===== src/rtl/reset_sequencer_pkg.sv =====
// Shared constants for the synth reset chain: FSM encodings, width helpers, 50 MHz defaults.
package reset_sequencer_pkg;

  localparam logic [1:0] ST_SYNC    = 2'd0;
  localparam logic [1:0] ST_STAGGER = 2'd1;
  localparam logic [1:0] ST_RUN     = 2'd2;
  localparam logic [1:0] ST_HOLD    = 2'd3;

  localparam int DEF_NUM_DOMAINS  = 4;
  localparam int DEF_STAGE_CYCLES = 1024;  // 20.48 us at 50 MHz
  localparam int DEF_SYNC_STAGES  = 2;
  localparam int DEF_SOFT_HOLD    = 16;

  function automatic int clog2(input int v);
    int r;
    r = 0;
    for (int i = 0; i < 31; i++) begin
      if ((1 << i) < v) r = i + 1;
    end
    return r;
  endfunction

  function automatic int max2(input int a, input int b);
    return (a > b) ? a : b;
  endfunction

  // Register width for values 0..v-1, never narrower than one bit.
  function automatic int bits(input int v);
    return max2(1, clog2(v));
  endfunction

endpackage


===== src/rtl/reset_sync.sv =====
// Reset-deassert synchronizer: async set, releases STAGES rising edges after reset falls.
// Latency: STAGES clk edges on release, none on assert. No backpressure.
module reset_sync #(
  parameter int STAGES = 2
) (
  input  logic clk,
  input  logic reset,
  output logic rst_sync
);

  logic [STAGES-1:0] chain;

  always_ff @(posedge clk or posedge reset) begin
    if (reset) begin
      chain <= '1;
    end else begin
      chain <= {chain[STAGES-2:0], 1'b0};
    end
  end

  assign rst_sync = chain[STAGES-1];

endmodule


===== src/rtl/reset_sequencer.sv =====
// Per-domain reset sequencer: async assert, staggered synchronous release, soft-reset restart.
// Latency: domain k free SYNC_STAGES+(k+1)*STAGE_CYCLES edges after reset; ready one edge later.
// Backpressure: soft_req is a level, accepted only in RUN and acknowledged with a one-cycle pulse.
module reset_sequencer
  import reset_sequencer_pkg::*;
#(
  parameter int NUM_DOMAINS  = DEF_NUM_DOMAINS,
  parameter int STAGE_CYCLES = DEF_STAGE_CYCLES,
  parameter int SYNC_STAGES  = DEF_SYNC_STAGES,
  parameter int SOFT_HOLD    = DEF_SOFT_HOLD,
  localparam int STW = bits(NUM_DOMAINS + 1),
  localparam int CW  = bits(max2(STAGE_CYCLES, SOFT_HOLD))
) (
  input  logic                   clk,
  input  logic                   reset,
  input  logic                   soft_req,
  output logic                   soft_ack,
  output logic [NUM_DOMAINS-1:0] domain_reset,
  output logic                   ready,
  output logic [STW-1:0]         stage
);

  localparam logic [CW-1:0]  STAGE_TC  = CW'(STAGE_CYCLES - 1);
  localparam logic [CW-1:0]  HOLD_TC   = CW'(SOFT_HOLD - 1);
  localparam logic [STW-1:0] LAST_STAGE = STW'(NUM_DOMAINS - 1);

  logic          rst_sync;
  logic [1:0]    state;
  logic [CW-1:0] counter;

  reset_sync #(
    .STAGES (SYNC_STAGES)
  ) u_reset_sync (
    .clk      (clk),
    .reset    (reset),
    .rst_sync (rst_sync)
  );

  always_ff @(posedge clk or posedge reset) begin
    if (reset) begin
      state        <= ST_SYNC;
      counter      <= '0;
      stage        <= '0;
      domain_reset <= '1;
      ready        <= 1'b0;
      soft_ack     <= 1'b0;
    end else begin
      soft_ack <= 1'b0;
      case (state)
        ST_SYNC: begin
          // The edge that observes rst_sync low is cycle 0 of stage 0, so domain 0
          // frees exactly SYNC_STAGES+STAGE_CYCLES edges after reset falls.
          if (!rst_sync) begin
            state   <= ST_STAGGER;
            counter <= CW'(1);
          end
        end
        ST_STAGGER: begin
          if (counter == STAGE_TC) begin
            // Shifting zeros in from bit 0 keeps the {1..1,0..0} release order.
            domain_reset <= domain_reset << 1;
            stage        <= stage + 1'b1;
            counter      <= '0;
            if (stage == LAST_STAGE) state <= ST_RUN;
          end else begin
            counter <= counter + 1'b1;
          end
        end
        ST_RUN: begin
          if (soft_req) begin
            soft_ack     <= 1'b1;
            domain_reset <= '1;
            ready        <= 1'b0;
            stage        <= '0;
            counter      <= '0;
            state        <= ST_HOLD;
          end else begin
            ready <= 1'b1;
          end
        end
        ST_HOLD: begin
          if (counter == HOLD_TC) begin
            counter <= '0;
            state   <= ST_STAGGER;
          end else begin
            counter <= counter + 1'b1;
          end
        end
        default: state <= ST_SYNC;
      endcase
    end
  end

endmodule


===== config.mk =====
export PLATFORM = sky130hd
export DESIGN_NAME = reset_sequencer
export DESIGN_NICKNAME = d
export VERILOG_FILES = /design/src/rtl/reset_sequencer_pkg.sv /design/src/rtl/reset_sync.sv /design/src/rtl/reset_sequencer.sv
export SDC_FILE = /design/constraint.sdc
export NUM_CORES = 1
export LEC_CHECK = 0
export CORE_ASPECT_RATIO = 1.25
export CORE_MARGIN = 2
export CORE_UTILIZATION = 50
export DETAILED_ROUTE_END_ITERATION = 8
export GPL_ROUTABILITY_DRIVEN = 0
export PLACE_DENSITY_LB_ADDON = 0.08
export SYNTH_ARGS = -nofsm -noshare
export SYNTH_HDL_FRONTEND = slang
export SYNTH_SLANG_ARGS = --single-unit

===== constraint.sdc =====
create_clock -name clk -period 3.8 [get_ports clk]
set_clock_uncertainty 0.05 [all_clocks]
set_input_delay 0.76 -clock clk [delete_from_list [all_inputs] [get_ports clk]]
set_output_delay 0.76 -clock clk [all_outputs]
set_load 0.1 [all_outputs]

==> impl_results.md, run 1 <==
- Status: finished clean
- Fillcell total: around 210
- Endpoint of the worst-slack reg-to-reg timing path: counter[5]
- Max-cap violations: 0
- Flop2flop setup slack: ~1.2 ns
- # diodes: 0
- Reg2reg start: counter[6]
- Worst path bufs/invs: 1
- Syn Area/Cell: 9.424 um^2
- Wire length of the first global-routing pass: roughly 5 mm
- Setup tns final: 0 ns
- Nets: about 170
- Chip width: about 50 um
- Largest net degree at the start of global routing: 24
- R2R depth: 4
- Clk sinks: 23
- Worst Hold End: u_reset_sync.chain[1]
- CTS H-tree depth: 1
- Post-DRT Antenna Nets: 0
- Syn Nets: 152
- Number of DRC markers in iteration 0: 39
- Clk_lat worst skew: between 0.3 and 0.4 ns
- Crit. End Element: output port
- DR DRC count: 0
- Clk root buf: clkbuf_4
- Final Cycle Share: around 75%
- Post-cts sizing count: 0
- TritonCTS clock tree: yes
- CP max FO: 4
- Overflow after GRT: 0
- Vias per inst: around 6.0
- FFs w/ async S/R, synth: between 90% and 100%
- Top_reg_cell synth: dfrtp_1
- CTS Buf Count: 3
- DR WL/cell: 15.32 um
- Pwr dens: 247.4 mW/mm^2
- Post-synth top area cell: dfrtp_1
- Vias: between 1000 and 1500
- VDD IR-drop max: between 0.2 and 0.25 mV
- Gr usage total: a little over a fifth
- Num rows: 20
- Synth cell types: 40
- Number of synthesized flops with an enable pin: 0
- Die H: 61.64 um
- Highest attainable clock frequency: approximately 350 MHz
- Clock transition at the registers of the reported paths: 0.14 ns
- Total setup buffers inserted after CTS: 0
- Vias in the first global route: roughly 1100
- Layout cells sized above 1: around 9.2%
- P&R area growth vs syn: 12.90%
- Initial antenna violation count: 0
- Static leakage: between 0.6 and 0.7 nW
- Cell chain of the critical path: clkdlybuf4s50_1
- Sequential cell area fraction in the yosys report: a little over two fifths
- Synth top area share: roughly 32%
- CTS max path bufs: 2
- Synth Warn #: 0
- Critical path arrival: 2.02 ns
- Ports: 12
- Hpwl dp: between 2 and 2.5 mm
- Tmin final: 2.831 ns
- Yosys reg bits: 23
- Hold wc startpoint: u_reset_sync.chain[0]
- Crit-path max cell delay: about 1.1 ns
- IO Port Bufs: 11
- Worst Tran Pin Value: 0.9688 ns
- Slew headroom: a little over a third
- Final Hold Vio Count: 0
- CORE AREA: approximately 0.0025 mm^2
- Crit path launch type: flip-flop
- DR pass1 iterations: 5
- Post-Synthesis Cells: about 140
- Syn Std Cell Area: ~0.0013 mm^2
- Class of the worst hold path: reg2reg
- Critical path required time: ~3.0 ns
- Top cell family by delay on the critical path: buffers and inverters
- Synth area leaders: dfrtp_1, dfstp_2, ha_1
- Wirelength, routed: 2.850 mm
- RSZ-0062 raised after global routing: no
- Final Util: roughly 60%
- Hold Buf Count CTS: 0
- Initial core utilization: 53.64%
- Worst Hold Path Cells: 0
- Worst setup path class: reg2out
- Full die area: around 0.0031 mm^2
- Final Slew Violations: 0
- Final setup vio count: 0
- Slowest-stage cell, CP: clkdlybuf4s50_1
-- flip-flops by register name, indices dropped and copies added (netlist names) --
signal,count
domain_reset,4
stage,3
u_reset_sync.chain,2
counter,10
state,2
ready,1
soft_ack,1
-- synth_stat cells, types with 2 or more instances --
master     number
a21o_1          2
a21oi_1         3
a31oi_1         3
clkbuf_1        4
dfrtp_1        17
dfstp_2         6
ha_1            8
inv_1          12
mux2i_1         2
nand2_1        12
nand2b_1        4
nand3_1         3
nor2_1          9
nor2b_1         4
nor3_1          2
nor4_1          2
o2111ai_1       3
o211ai_1       10
o21ai_0        11
o22a_1          2
o22ai_1         2
or4_1           2
-- power breakdown --
group | switching [mW] | internal (mW)
combinational | 0.00524 | 0.00191
sequential | 0.000703 | 0.247
clock | 0.0770 | 0.0393
total | 0.0830 | 0.288
-- cell type report --
| cell class | instances | area, um^2 | share of cell area (%) |
|---|---|---|---|
| clock buffer | 3 | 22.52 | 1.501 |
| clock inverter | 1 | 5.005 | 0.3336 |
| inverter | 12 | 45.04 | 3.002 |
| multi-input combinational | 102 | 685.7 | 45.70 |
| sequential | 23 | 583.1 | 38.87 |
| tap | 33 | 41.29 | 2.752 |
| timing repair buffer | 12 | 117.6 | 7.840 |
-- how the worst max path moves through the flow --
stage          depth (start not counted)  slack, ns         endpoint            start
4_1_cts                                1       0.96  domain_reset[1]  domain_reset[1]
2_1_floorplan                          5       1.52         state[1]         stage[0]
6_report                               1       0.97  domain_reset[1]  domain_reset[1]
3_3_place_gp                           5       1.16         state[1]         soft_req
3_5_place_dp                           5       1.13         state[1]         soft_req
5_1_grt                                1       0.92  domain_reset[3]  domain_reset[3]
-- placed cells by master, fill, tap and decap left out, types with 2 or more instances in the layout --
master | Yosys | final
nor2_1 | 9 | 9
a21o_1 | 2 | 2
inv_1 | 12 | 12
a31oi_1 | 3 | 3
nor2b_1 | 4 | 4
ha_1 | 8 | 8
clkdlybuf4s50_1 | 0 | 11
nand3_1 | 3 | 3
nand2b_1 | 4 | 4
dfrtp_1 | 17 | 17
a21oi_1 | 3 | 3
o22a_1 | 2 | 2
dfstp_2 | 6 | 6
o211ai_1 | 10 | 10
clkbuf_4 | 0 | 3
mux2i_1 | 2 | 2
nor3_1 | 2 | 2
o2111ai_1 | 3 | 3
o22ai_1 | 2 | 2
nor4_1 | 2 | 2
o21ai_0 | 11 | 11
nand2_1 | 12 | 12
or4_1 | 2 | 2
-- routing by layer --
metal / vias up / wire (um) / part of all wire (%) / GRT usage, %
li1: 540 / - / - / -
met1: 538 / 1264 / 44 / 27.02
met2: 28 / 1474 / 52 / 38.53
met3: 2 / 92 / 3.2 / 2.913
met4: 0 / 19 / 0.67 / 9.127
met5: - / 0 / 0 / 0
-- logic make-up (layout without fill, tap and decap cells) --
family                   Yosys count  count (layout)  share of synthesized area, %
AND/OR/NAND/NOR                   44              44                         17.04
adder cells (fa/ha/maj)            8               8                         7.533
multiplexers                       3               3                         2.636
flip-flops                        23              23                         43.88
buffers and inverters             16              28                         4.519
AO/OA/AOI/OAI                     46              46                         24.11
other                              1               1                        0.2822
-- per-stage QoR --
step	power [mW]	instances	instance area [um^2]	hold WS, ns	setup slack, ns
floorplan	0.2555	141	1329	0.2952	1.516
global placement	0.2595	182	1473	0.2953	1.158
detailed placement	0.2596	182	1473	0.2976	1.130
CTS	0.3738	186	1500	0.3165	0.9589
global route	0.3895	186	1500	0.3211	0.9173
finish	0.3712	186	1500	0.3154	0.9690
(Power assumes the default switching activity.)
==> inputs of run 2 (changes only) <==
==> constraint.sdc (replaced) <==
create_clock -name clk -period 2.4 [get_ports clk]
set_clock_uncertainty 0.05 [all_clocks]
set_input_delay 0.48 -clock clk [delete_from_list [all_inputs] [get_ports clk]]
set_output_delay 0.48 -clock clk [all_outputs]
set_load 0.1 [all_outputs]
==> impl_results.md, run 2 (synthesis gave the netlist of run 1 again) <==
- Flop2flop setup slack: 0.14 ns (was 1.24 ns)
- Critical path arrival: 2.42 ns (was 2.02 ns)
- DR DRC count: 0 (unchanged)
- Largest net degree at the start of global routing: 15 (was 24)
- VDD IR-drop max: 0.3284 mV (was 0.2012 mV)
- DR WL/cell: 15.24 um (was 15.32 um)
- Final Hold Vio Count: 0 (unchanged)
- Total power: 0.5810 mW (was 0.3712 mW)
- Hold Buf Count CTS: 0 (unchanged)
- Nets: 177 (was 165)
- Tmin final: 2.261 ns
- Clk sinks: 23 (unchanged)
- Worst setup path class: reg2reg (was reg2out)
- Total setup buffers inserted after CTS: 0 (unchanged)
- Gr usage total: 23.37% (was 21.79%)
- Vias in the first global route: 1242 (was 1112)
- DR pass1 iterations: 4 (was 5)
- Final worst slack: 0.1389 ns (was 0.9690 ns)
- Max-cap violations: 0 (unchanged)
- WHS: 0.3160 ns (was 0.3154 ns)
- Most frequent cells in the layout: buf_4, dfrtp_1, nand2_1, inv_1, o21ai_0 (was dfrtp_1, nand2_1, inv_1)
- Endpoint of the worst-slack reg-to-reg timing path: state[1] (was counter[5])
- RSZ-0062 raised after global routing: no (unchanged)
- Number of DRC markers in iteration 0: 21 (was 39)
- Slowest-stage cell, CP: or4_4 (was clkdlybuf4s50_1)
- Clock transition at the registers of the reported paths: 0.12 ns (was 0.14 ns)
- Cell chain of the critical path: or4_1 -> o41a_1 -> or4_4 -> mux2_4 (was clkdlybuf4s50_1)
- Commonest non-fill, non-tap cell in the layout: buf_4 (was dfrtp_1)
- Crit-path max cell delay: 0.54 ns (was 1.13 ns)
- IO Port Bufs: 11 (unchanged)
- CTS max path bufs: 2 (unchanged)
- Post-Place Cell Area: 0.001540 mm^2 (was 0.001473 mm^2)
- Layout cells sized above 1: 20.61% (was 9.150%)
- P&R area growth vs syn: 17.89% (was 12.90%)
- Final Instance Area: 0.001567 mm^2 (was 0.001500 mm^2)
- Chip width: 50.11 um (unchanged)
- Setup tns final: 0 ns (unchanged)
- Full die area: 0.003089 mm^2 (unchanged)
- Reg2reg start: counter[7] (was counter[6])
- Largest register FFs: 10 (unchanged)
- Final Cycle Share: a little over nine tenths
- CTS Buf Count: 3 (unchanged)
- Class of the worst hold path: reg2reg (unchanged)
- WP depth: 4 (was 1)
- Vias per inst: 5.934 (was 5.957)
- Vias: 1175 (was 1108)
- CORE AREA: 0.002477 mm^2 (unchanged)
- Pre-CTS WS: 0.1394 ns (was 1.130 ns)
- Die H: 61.64 um (unchanged)
- Post-DRT Antenna Nets: 0 (unchanged)
- Clk_lat worst skew: 0.31 ns (about the same)
- Ports: 12 (unchanged)
- CTS H-tree depth: 1 (unchanged)
- CP endpoint: state[1] (was domain_reset[1])
- TritonCTS clock tree: yes (unchanged)
- R2R depth: 4 (unchanged)
- Largest registers: counter x10, domain_reset x4, stage x3 (unchanged)
- Num rows: 20 (unchanged)
- Final setup vio count: 0 (unchanged)
- Highest attainable clock frequency: ~440 MHz
- CP Launch Point: counter[7] (was domain_reset[1])
- Post-cts sizing count: 0 (unchanged)
- Worst path bufs/invs: 0 (was 1)
- Wire length of the first global-routing pass: 5.347 mm (was 5.064 mm)
- Clk root buf: clkbuf_4 (unchanged)
- Hpwl dp: 2.271 mm (was 2.082 mm)
- Crit path launch type: flip-flop (unchanged)
- # diodes: 0 (unchanged)
- Status: finished clean (unchanged)
- Initial antenna violation count: 0 (unchanged)
- Critical path required time: 2.56 ns (was 2.99 ns)
- Overflow after GRT: 0 (unchanged)
- Top cell family by delay on the critical path: simple AND/OR/NAND/NOR gates (was buffers and inverters)
- Largest Register: counter (unchanged)
- Pwr dens: 370.9 mW/mm^2 (was 247.4 mW/mm^2)
- Static leakage: 0.7123 nW (was 0.6499 nW)
- Initial core utilization: 53.64% (unchanged)
- CP max FO: 6 (was 4)
- Crit. End Element: flip-flop (was output port)
- Final Slew Violations: 0 (unchanged)
- Wirelength, routed: 3.018 mm (was 2.850 mm)
## run 2: changes by cell type in the layout (fill, tap and decap cells not counted), sizes merged
cell | previous run | this run
clkdlybuf4s50 | 11 | 2
clkinv | 1 | 0
buf | 1 | 22
clkbuf | 3 | 4
## run 2: final cells by class
type	count	area [um^2]
repair buffers	24	185.2
clock buffers	4	26.28
inverters	12	45.04
flip-flops and latches	23	583.1
well taps	33	41.29
multi-input cells	102	685.7
fillers	215	910.9
## run 2: how the worst min path moves through the flow
stage	endpoint	cells after the start	from
2_1_floorplan	u_reset_sync.chain[1]	0	u_reset_sync.chain[0]
3_3_place_gp	u_reset_sync.chain[1]	0	u_reset_sync.chain[0]
3_5_place_dp	u_reset_sync.chain[1]	0	u_reset_sync.chain[0]
4_1_cts	u_reset_sync.chain[1]	0	u_reset_sync.chain[0]
5_1_grt	u_reset_sync.chain[1]	0	u_reset_sync.chain[0]
6_report	u_reset_sync.chain[1]	0	u_reset_sync.chain[0]
## run 2: metrics by stage
stage,util [%],std cells
floorplan,-,141
global placement,62.17,194
detailed placement,62.17,194
CTS,63.23,198
global route,63.23,198
finish,63.23,198
## run 2: layer usage
layer | wire (um) | vias to the layer above | track usage, %
li1 | - | 563 | -
met1 | 1299 | 575 | 27.33
met2 | 1549 | 27 | 41.73
met3 | 114 | 10 | 3.398
met4 | 55 | 0 | 12.70
met5 | 0 | - | 0
## run 2: power breakdown
group | switching, mW | internal [mW] | total, mW | leakage (nW)
Clock | 0.111 | 0.0650 | 0.176 | 0.0150
Combinational | 0.00897 | 0.00410 | 0.0131 | 0.449
Sequential | 0.00136 | 0.391 | 0.392 | 0.249
Total | 0.121 | 0.460 | 0.581 | 0.712
